==> config.mk <==
export PLATFORM = sky130hd
export DESIGN_NAME = parking_gate_ctrl_flat
export DESIGN_NICKNAME = d
export VERILOG_FILES = /design/src/rtl/parking_gate_ctrl_if.sv /design/src/rtl/parking_gate_ctrl.sv /design/src/flat_wrapper.sv
export SDC_FILE = /design/constraint.sdc
export NUM_CORES = 1
export LEC_CHECK = 0
export ABC_AREA = 1
export CAP_MARGIN = 20
export CORE_MARGIN = 4
export CORE_UTILIZATION = 48
export DETAILED_ROUTE_END_ITERATION = 6
export GPL_TIMING_DRIVEN = 1
export PLACE_DENSITY = 0.76
export SYNTH_ARGS = -nofsm -noshare
export SYNTH_HDL_FRONTEND = slang
export SYNTH_SLANG_ARGS = --single-unit
==> constraint.sdc <==
create_clock -name clk -period 2.1 [get_ports clk]
set_input_delay 0.42 -clock clk [delete_from_list [all_inputs] [get_ports clk]]
set_output_delay 0.42 -clock clk [all_outputs]
set_load 0.02 [all_outputs]
==> src/rtl/parking_gate_ctrl_if.sv <==
// Request/status bundle between the car-park lane logic and the barrier gate controller.
interface parking_gate_ctrl_if #(
  parameter int CNT_W = 4
);
  logic             enter_grant;
  logic             exit_req;
  logic             car_through;
  logic             gate_open;
  logic             gate_dir;
  logic [CNT_W-1:0] occupancy;
  logic             full;
  logic             empty;
  logic             entry_reject;
  logic             timeout;
  logic             busy;
  logic [15:0]      stat_entries;
  logic [15:0]      stat_rejects;

  modport master (
    output enter_grant, exit_req, car_through,
    input  gate_open, gate_dir, occupancy, full, empty,
    input  entry_reject, timeout, busy, stat_entries, stat_rejects
  );

  modport slave (
    input  enter_grant, exit_req, car_through,
    output gate_open, gate_dir, occupancy, full, empty,
    output entry_reject, timeout, busy, stat_entries, stat_rejects
  );
endinterface

==> src/rtl/parking_gate_ctrl.sv <==
// Shared barrier gate sequencer with occupancy tracking and one-deep per-direction request queuing.
// Optional entry/reject statistics counters are built when PARKING_STATS_EN is defined.
module parking_gate_ctrl #(
  parameter int CAPACITY          = 8,
  parameter int CNT_W             = 4,
  parameter int GATE_OPEN_CYCLES  = 16,
  parameter int GATE_CLOSE_CYCLES = 4
) (
  input  logic                 clk,
  input  logic                 reset_n,
  parking_gate_ctrl_if.slave   bus
);

  localparam int TMR_MAX = (GATE_OPEN_CYCLES > GATE_CLOSE_CYCLES) ? GATE_OPEN_CYCLES : GATE_CLOSE_CYCLES;
  localparam int TMR_W   = $clog2(TMR_MAX) + 1;
  localparam logic [TMR_W-1:0] OPEN_LOAD  = TMR_W'(GATE_OPEN_CYCLES - 1);
  localparam logic [TMR_W-1:0] CLOSE_LOAD = TMR_W'(GATE_CLOSE_CYCLES - 1);
  localparam logic [CNT_W-1:0] CAP        = CNT_W'(CAPACITY);

  typedef enum logic [1:0] {IDLE, OPEN_IN, OPEN_OUT, CLOSING} state_t;

  state_t            state_q;
  logic [TMR_W-1:0]  timer_q;
  logic [CNT_W-1:0]  occ_q;
  logic              full_q, empty_q;
  logic              gate_open_q, gate_dir_q, busy_q;
  logic              reject_q, timeout_q;
  logic              pend_in_q, pend_out_q;

  // Bit 0 = enter_grant, bit 1 = exit_req, bit 2 = car_through.
  logic [2:0] in_q, in_prev_q;
  logic [2:0] edge_d;
  logic       enter_edge, exit_edge, car_edge;
  logic       exit_cand_d, entry_cand_d, reject_d, pass_in_d;
  logic [CNT_W-1:0] occ_pass_d;

  always_ff @(posedge clk or negedge reset_n) begin
    if (!reset_n) begin
      in_q      <= '0;
      in_prev_q <= '0;
    end else begin
      in_q      <= {bus.car_through, bus.exit_req, bus.enter_grant};
      in_prev_q <= in_q;
    end
  end

  assign edge_d     = in_q & ~in_prev_q;
  assign enter_edge = edge_d[0];
  assign exit_edge  = edge_d[1];
  assign car_edge   = edge_d[2];

  assign exit_cand_d  = exit_edge | pend_out_q;
  assign entry_cand_d = enter_edge | pend_in_q;
  assign reject_d     = (state_q == IDLE) && !exit_cand_d && entry_cand_d && full_q;
  assign pass_in_d    = (state_q == OPEN_IN) && car_edge;
  assign occ_pass_d   = (state_q == OPEN_IN) ? occ_q + CNT_W'(1) : occ_q - CNT_W'(1);

  always_ff @(posedge clk or negedge reset_n) begin
    if (!reset_n) begin
      state_q     <= IDLE;
      timer_q     <= '0;
      occ_q       <= '0;
      full_q      <= 1'b0;
      empty_q     <= 1'b1;
      gate_open_q <= 1'b0;
      gate_dir_q  <= 1'b0;
      busy_q      <= 1'b0;
      reject_q    <= 1'b0;
      timeout_q   <= 1'b0;
      pend_in_q   <= 1'b0;
      pend_out_q  <= 1'b0;
    end else begin
      reject_q  <= reject_d;
      timeout_q <= 1'b0;
      case (state_q)
        IDLE: begin
          if (exit_cand_d) begin
            pend_out_q <= 1'b0;
            // An entry edge arriving with the serviced exit waits its turn.
            if (enter_edge) pend_in_q <= 1'b1;
            if (!empty_q) begin
              state_q     <= OPEN_OUT;
              gate_open_q <= 1'b1;
              gate_dir_q  <= 1'b0;
              busy_q      <= 1'b1;
              timer_q     <= OPEN_LOAD;
            end
          end else if (entry_cand_d) begin
            pend_in_q <= 1'b0;
            if (!full_q) begin
              state_q     <= OPEN_IN;
              gate_open_q <= 1'b1;
              gate_dir_q  <= 1'b1;
              busy_q      <= 1'b1;
              timer_q     <= OPEN_LOAD;
            end
          end
        end
        OPEN_IN, OPEN_OUT: begin
          if (car_edge || timer_q == '0) begin
            state_q     <= CLOSING;
            gate_open_q <= 1'b0;
            timer_q     <= CLOSE_LOAD;
            if (car_edge) begin
              occ_q   <= occ_pass_d;
              full_q  <= (occ_pass_d == CAP);
              empty_q <= (occ_pass_d == '0);
            end else begin
              timeout_q <= 1'b1;
            end
          end else begin
            timer_q <= timer_q - TMR_W'(1);
          end
        end
        CLOSING: begin
          if (timer_q == '0) begin
            state_q <= IDLE;
            busy_q  <= 1'b0;
          end else begin
            timer_q <= timer_q - TMR_W'(1);
          end
        end
        default: state_q <= IDLE;
      endcase
      if (state_q != IDLE) begin
        if (enter_edge) pend_in_q  <= 1'b1;
        if (exit_edge)  pend_out_q <= 1'b1;
      end
    end
  end

`ifdef PARKING_STATS_EN
  logic [15:0] stat_entries_q, stat_rejects_q;

  always_ff @(posedge clk or negedge reset_n) begin
    if (!reset_n) begin
      stat_entries_q <= '0;
      stat_rejects_q <= '0;
    end else begin
      if (pass_in_d && stat_entries_q != 16'hFFFF) stat_entries_q <= stat_entries_q + 16'd1;
      if (reject_d  && stat_rejects_q != 16'hFFFF) stat_rejects_q <= stat_rejects_q + 16'd1;
    end
  end

  assign bus.stat_entries = stat_entries_q;
  assign bus.stat_rejects = stat_rejects_q;
`else
  logic unused_stat_d;
  assign unused_stat_d    = pass_in_d;
  assign bus.stat_entries = 16'd0;
  assign bus.stat_rejects = 16'd0;
`endif

  assign bus.gate_open    = gate_open_q;
  assign bus.gate_dir     = gate_dir_q;
  assign bus.occupancy    = occ_q;
  assign bus.full         = full_q;
  assign bus.empty        = empty_q;
  assign bus.entry_reject = reject_q;
  assign bus.timeout      = timeout_q;
  assign bus.busy         = busy_q;

endmodule

==> src/flat_wrapper.sv <==
// flat-port wrapper written by rule: the top's interface ports become plain ports
module parking_gate_ctrl_flat 
#(
  parameter int CAPACITY          = 8,
  parameter int CNT_W             = 4,
  parameter int GATE_OPEN_CYCLES  = 16,
  parameter int GATE_CLOSE_CYCLES = 4
)
  (clk, reset_n, bus_enter_grant, bus_exit_req, bus_car_through, bus_gate_open, bus_gate_dir, bus_occupancy, bus_full, bus_empty, bus_entry_reject, bus_timeout, bus_busy, bus_stat_entries, bus_stat_rejects);
  parking_gate_ctrl_if #(.CNT_W(CNT_W)) bus_i ();
  input  logic clk;
  input  logic reset_n;
  input wire logic [$bits(bus_i.enter_grant)-1:0] bus_enter_grant;
  input wire logic [$bits(bus_i.exit_req)-1:0] bus_exit_req;
  input wire logic [$bits(bus_i.car_through)-1:0] bus_car_through;
  output wire logic [$bits(bus_i.gate_open)-1:0] bus_gate_open;
  output wire logic [$bits(bus_i.gate_dir)-1:0] bus_gate_dir;
  output wire logic [$bits(bus_i.occupancy)-1:0] bus_occupancy;
  output wire logic [$bits(bus_i.full)-1:0] bus_full;
  output wire logic [$bits(bus_i.empty)-1:0] bus_empty;
  output wire logic [$bits(bus_i.entry_reject)-1:0] bus_entry_reject;
  output wire logic [$bits(bus_i.timeout)-1:0] bus_timeout;
  output wire logic [$bits(bus_i.busy)-1:0] bus_busy;
  output wire logic [$bits(bus_i.stat_entries)-1:0] bus_stat_entries;
  output wire logic [$bits(bus_i.stat_rejects)-1:0] bus_stat_rejects;
  assign bus_i.enter_grant = bus_enter_grant;
  assign bus_i.exit_req = bus_exit_req;
  assign bus_i.car_through = bus_car_through;
  assign bus_gate_open = bus_i.gate_open;
  assign bus_gate_dir = bus_i.gate_dir;
  assign bus_occupancy = bus_i.occupancy;
  assign bus_full = bus_i.full;
  assign bus_empty = bus_i.empty;
  assign bus_entry_reject = bus_i.entry_reject;
  assign bus_timeout = bus_i.timeout;
  assign bus_busy = bus_i.busy;
  assign bus_stat_entries = bus_i.stat_entries;
  assign bus_stat_rejects = bus_i.stat_rejects;
  parking_gate_ctrl #(.CAPACITY(CAPACITY), .CNT_W(CNT_W), .GATE_OPEN_CYCLES(GATE_OPEN_CYCLES), .GATE_CLOSE_CYCLES(GATE_CLOSE_CYCLES)) u_core (.clk(clk), .reset_n(reset_n), .bus(bus_i));
endmodule
Word-level counts from Yosys, hierarchy flattened:

Index checks and enable logic that the tools add are counted.

* add/sub/neg operators: 3
* reduce and logical (&&, ||, !) cells: 19
* bitwise operators: 4
* multiplexer cells: 38
* equality and inequality tests: 12

Operators by type and width (count)
* 5-bit 2-to-1 mux: 6
* 1-bit 2-to-1 mux: 21
* 5-bit case mux with 3 select lines: 1
* 5-bit AND reduction: 3
* 2-bit 2-to-1 mux: 6
* 4-bit AND reduction: 2
* 2-bit nonzero test: 4
* 2-bit != test (second input constant): 3
* 3-bit != test (second input constant): 2
* 2-bit case mux with 3 select lines: 1
* 5-bit logical NOT: 1
* 5-bit by 1-bit subtractor with 5-bit output (second input constant): 1
* 4-bit by 1-bit adder with 4-bit output (second input constant): 1
* 2-bit equality test (second input constant): 2
* 4-bit equality test (second input constant): 1
* 4-bit logical NOT: 1
* 4-bit 2-to-1 mux: 1
* 2-bit by 1-bit != test with 1-bit output (second input constant): 2
* 1-bit case mux with 2 select lines: 2
* 4-bit by 1-bit subtractor with 4-bit output (second input constant): 1
* 3-bit AND: 1
* 1-bit logical AND: 3
* 3-bit by 1-bit != test with 1-bit output (second input constant): 1
* 3-bit inverter: 1
* 7 further kinds: 8

* output and inout bits: 43
* register bits: 26
* input bits: 5

Depth between registers and ports, before layout:

* depth in word-level cells: 8
* depth in mapped cells: 11

Worst setup path after synthesis:

Ideal clock, no wire load.

* kind: register -> register
* start: register u_core.state_q[1]
* end: register u_core.full_q, in the netlist u_core.bus.full
* cell stages (with the launch flop): 11
* arrival: 1.542 ns
* data required time: 1.973 ns
* path slack: 0.432 ns
* period minus slack after synthesis: 1.668 ns
* cell sequence: dfrtp_1 > inv_1 > ha_1 > inv_1 > ha_1 > a21oi_1 > nand2_1 > nand2_1 > nand2_1 > nand3_1 > o21ai_0

* word-level cells in the longest chain between the ends: 3
* elaborated cells between the ends (all ways): 6
* those cells by class: eq/ne (3); mux (1); reduce/logical (2)

Ends and longest elaborated chain
* from (decl): RTL line parking_gate_ctrl.sv:22 `state_t state_q;`
* from (signal assigned): RTL line parking_gate_ctrl.sv:60 `state_q <= IDLE;`
* from (signal assigned): RTL line parking_gate_ctrl.sv:82 `state_q <= OPEN_OUT;`
* from (signal assigned): RTL line parking_gate_ctrl.sv:91 `state_q <= OPEN_IN;`
* 2-bit by 1-bit equality test with 1-bit output / 2-bit equality test (equally long branches)
* 4-bit 2-to-1 mux / 2-bit OR reduction (equally long branches): RTL line parking_gate_ctrl.sv:56, parking_gate_ctrl.sv:75
* 4-bit equality test / 3-bit AND reduction (equally long branches)
* to (signal assigned): RTL line parking_gate_ctrl.sv:106 `full_q <= (occ_pass_d == CAP);`
* to (decl): RTL line parking_gate_ctrl.sv:25 `logic full_q, empty_q;`

Several ways; a longest one is shown, not always the timed one.
A chain may end at the register's enable or synchronous reset.

Worst setup path in the final report:

* start: register u_core.empty_q, in the netlist u_core.bus.empty
* end: output port bus_empty

RTL lines
* from (decl): RTL line parking_gate_ctrl.sv:25
* from (signal assigned): RTL line parking_gate_ctrl.sv:107 `empty_q <= (occ_pass_d == '0);`
* to (decl): RTL line flat_wrapper.sv:20 `output wire logic [$bits(bus_i.empty)-1:0] bus_empty;`

No word-level cell between the ends.

==> reports/summary.txt <==
Count of cell types in the netlist - 28
Slowest stage cell, crit path - clkdlybuf4s50_1
Max Freq - 0.5121 GHz
# diodes - 0
Die area - 0.004538 mm2
Via Count - 1157
Clock buffer count from CTS - 3
Post-CTS sizing - 0
Initial Util - 50.30%
PortBufs - 15
Die W - 67.37 um
Global-route wire length before repair - 4.429 mm
Flop pwr share - 29.2%
WL/cell - 9.989 um
CORE AREA - 0.003363 mm2
Num rows - 21
Initial DRC Count - 43
Buffers and inverters on the worst path - 1
Mapped Area - 0.001692 mm2
Number of routed nets with antenna violations - 0
Fraction of layout cells with a size suffix above 1 - 12.73%
CP Launch Type - flip-flop
Leak - 0.0009740 uW
H-tree levels - 1
Worst skew pair latency - 320 ps
CP top delay family - buffers and inverters
Vias per cell - 4.350
Final HPWL DP - 2.069 mm
Kind of critical path - reg -> out
FF+latch count, synth - 26
Area Overhead vs Synth - 8.062%
I/O Pins - 48
Initial antenna violation count - 0
Fin Hold WS - 393.3 ps
Post-Syn Instances - 202
Final Cycle Share - 93.00%
Clock tree buffer depth - 2
Combinational power share - 59.1%
Max Clock Skew - 11.09 ps
Worst ir drop on vdd - 0.4773 mV
CTS tree - built
All-Layer GR Usage - 12.41%
Grt ovf - 0
Setup repair after global routing missed its margin - false
Syn_area_per_cell - 8.374 um2
Post-CTS setup buffer count - 0
Largest net degree at the start of global routing - 27
Status - finished clean
CP Max Fanout - 4
Final setup viols - 0
DRT Wirelength - 2.657 mm
Nets@finish - 235
Power, Total - 2907 uW
# hold bufs at CTS - 0
Max Slew Vio Count - 0
Crit. End Element - primary output
Reg clk slew, reported paths - 140 ps
Net Switching - 1354 uW
Drt pass-1 iters - 4
Clock Power Share - 11.7%
Pwr/cell area - 1590 mW/mm2
Crit path DAT - 1530 ps
Drc violations - 0
Crit path time final - 1953 ps
Sink Count - 26
Switch share - 46.59%
Number of synthesis warnings - 0
Final Hold Vio Count - 0
Worst Hold Class - reg -> reg
Setup TNS - 0 ps
Vias in the first global route - 1065
Max Cap Viol - 0
Root Buffer - clkbuf_4
Worst path cell trace - clkdlybuf4s50_1
Post-synthesis sequential area ratio - 38.54%
Fill cells - 344
WP data required - 1680 ps
Peak per-stage delay on the critical path - 610 ps
Gpl congestion - 0.8222
Internal power - 1553 uW
Die Y - 67.37 um
## final timing paths
path | from | to | slack [ps] | cells past startpoint
min reg2reg | u_core.in_q[0]$_DFF_PN0_ | u_core.in_prev_q[0]$_DFF_PN0_ | 390 | 0
max reg2reg | u_core.state_q[1]$_DFFE_PN0P_ | u_core.bus.full$_DFFE_PN0P_ | 260 | 10
max in group asynchronous | reset_n | u_core.bus.empty$_DFFE_PN1P_ | 1370 | 2
max | u_core.bus.empty$_DFFE_PN1P_ | bus_empty | 150 | 1
min | u_core.in_q[0]$_DFF_PN0_ | u_core.in_prev_q[0]$_DFF_PN0_ | 390 | 0
min in group asynchronous | reset_n | u_core.state_q[1]$_DFFE_PN0P_ | 440 | 2
## state kept, by name (all words and copies together) (netlist names)
register,flops
u_core.timer_q,5
u_core.bus.occupancy,4
u_core.in_prev_q,3
u_core.in_q,3
u_core.state_q,2
u_core.bus.busy,1
u_core.bus.empty,1
u_core.bus.entry_reject,1
u_core.bus.full,1
u_core.bus.gate_dir,1
u_core.bus.gate_open,1
u_core.bus.timeout,1
u_core.pend_in_q,1
u_core.pend_out_q,1
## layer usage
metal	vias to the layer above	global-route usage [%]	wire length, um
li1	598	-	-
met1	523	16.13	1208
met2	31	21.60	1256
met3	5	0.8319	143
met4	0	4.557	49
met5	-	0	0
## power by group through the flow
stage	Clock, uW	Combinational, uW	Sequential (uW)
after floorplan	0	1280	940
after global placement	0	1680	855
after detailed placement	0	1730	859
after CTS	353	1740	852
after global routing	373	1970	875
final	339	1720	849
## placed cells by master, fill, tap and decap left out, types with 3 or more instances in the layout
cell / instances
nor2_1: 5
conb_1: 32
inv_1: 21
nand2_1: 53
nand2_2: 8
nand3_1: 8
dfrtp_1: 25
nand4_1: 7
clkbuf_4: 3
clkdlybuf4s50_1: 15
xor2_1: 3
ha_1: 8
o21ai_0: 5
a21oi_1: 3
## Yosys cell counts (all sizes together)
cell type / n / area (um2)
xnor2: 2 / 17.52
nand3: 10 / 67.57
o21ai: 8 / 43.79
xor2: 3 / 26.28
inv: 24 / 92.60
nor2: 9 / 53.80
nand4: 7 / 43.79
ha: 8 / 100.1
buf: 33 / 247.7
clkinv: 1 / 5.000
o21bai: 2 / 15.01
conb: 1 / 3.750
dfstp: 1 / 26.28
a21oi: 4 / 31.28
fa: 1 / 20.02
nand2: 63 / 271.5
dfrtp: 25 / 625.6
## layout make-up
cell class	instances	area (um2)	share of cell area, %
Clock buffer	3	22.52	1.232
Clock inverter	1	30.03	1.643
Inverter	25	97.59	5.339
Multi-Input combinational cell	149	810.8	44.35
Sequential cell	26	651.9	35.66
Tap cell	46	57.56	3.149
Timing Repair Buffer	16	157.7	8.624
## kinds of logic (layout without fill, tap and decap cells)
logic type	Yosys count	after routing	synth area share (%)
xor gates and xnor gates	5	5	2.589
adders and majority gates	9	9	7.101
other	1	32	0.2217
DFF	26	26	38.54
and+or+nand+nor	89	89	25.81
buffers and inverters	58	45	20.41
AOI/OAI and AO/OA	14	14	5.325
## through the flow
step	std cells	worst slack [ps]	instance area [um2]	utilization, %
floorplan	233	431.6	1808	-
global placement	262	362.2	1775	52.79
detailed placement	262	292.7	1775	52.79
CTS	266	126.6	1828	54.35
global route	266	85.19	1828	54.35
finish	266	147.1	1828	54.35
No activity file was read; power rests on OpenSTA's default activity.
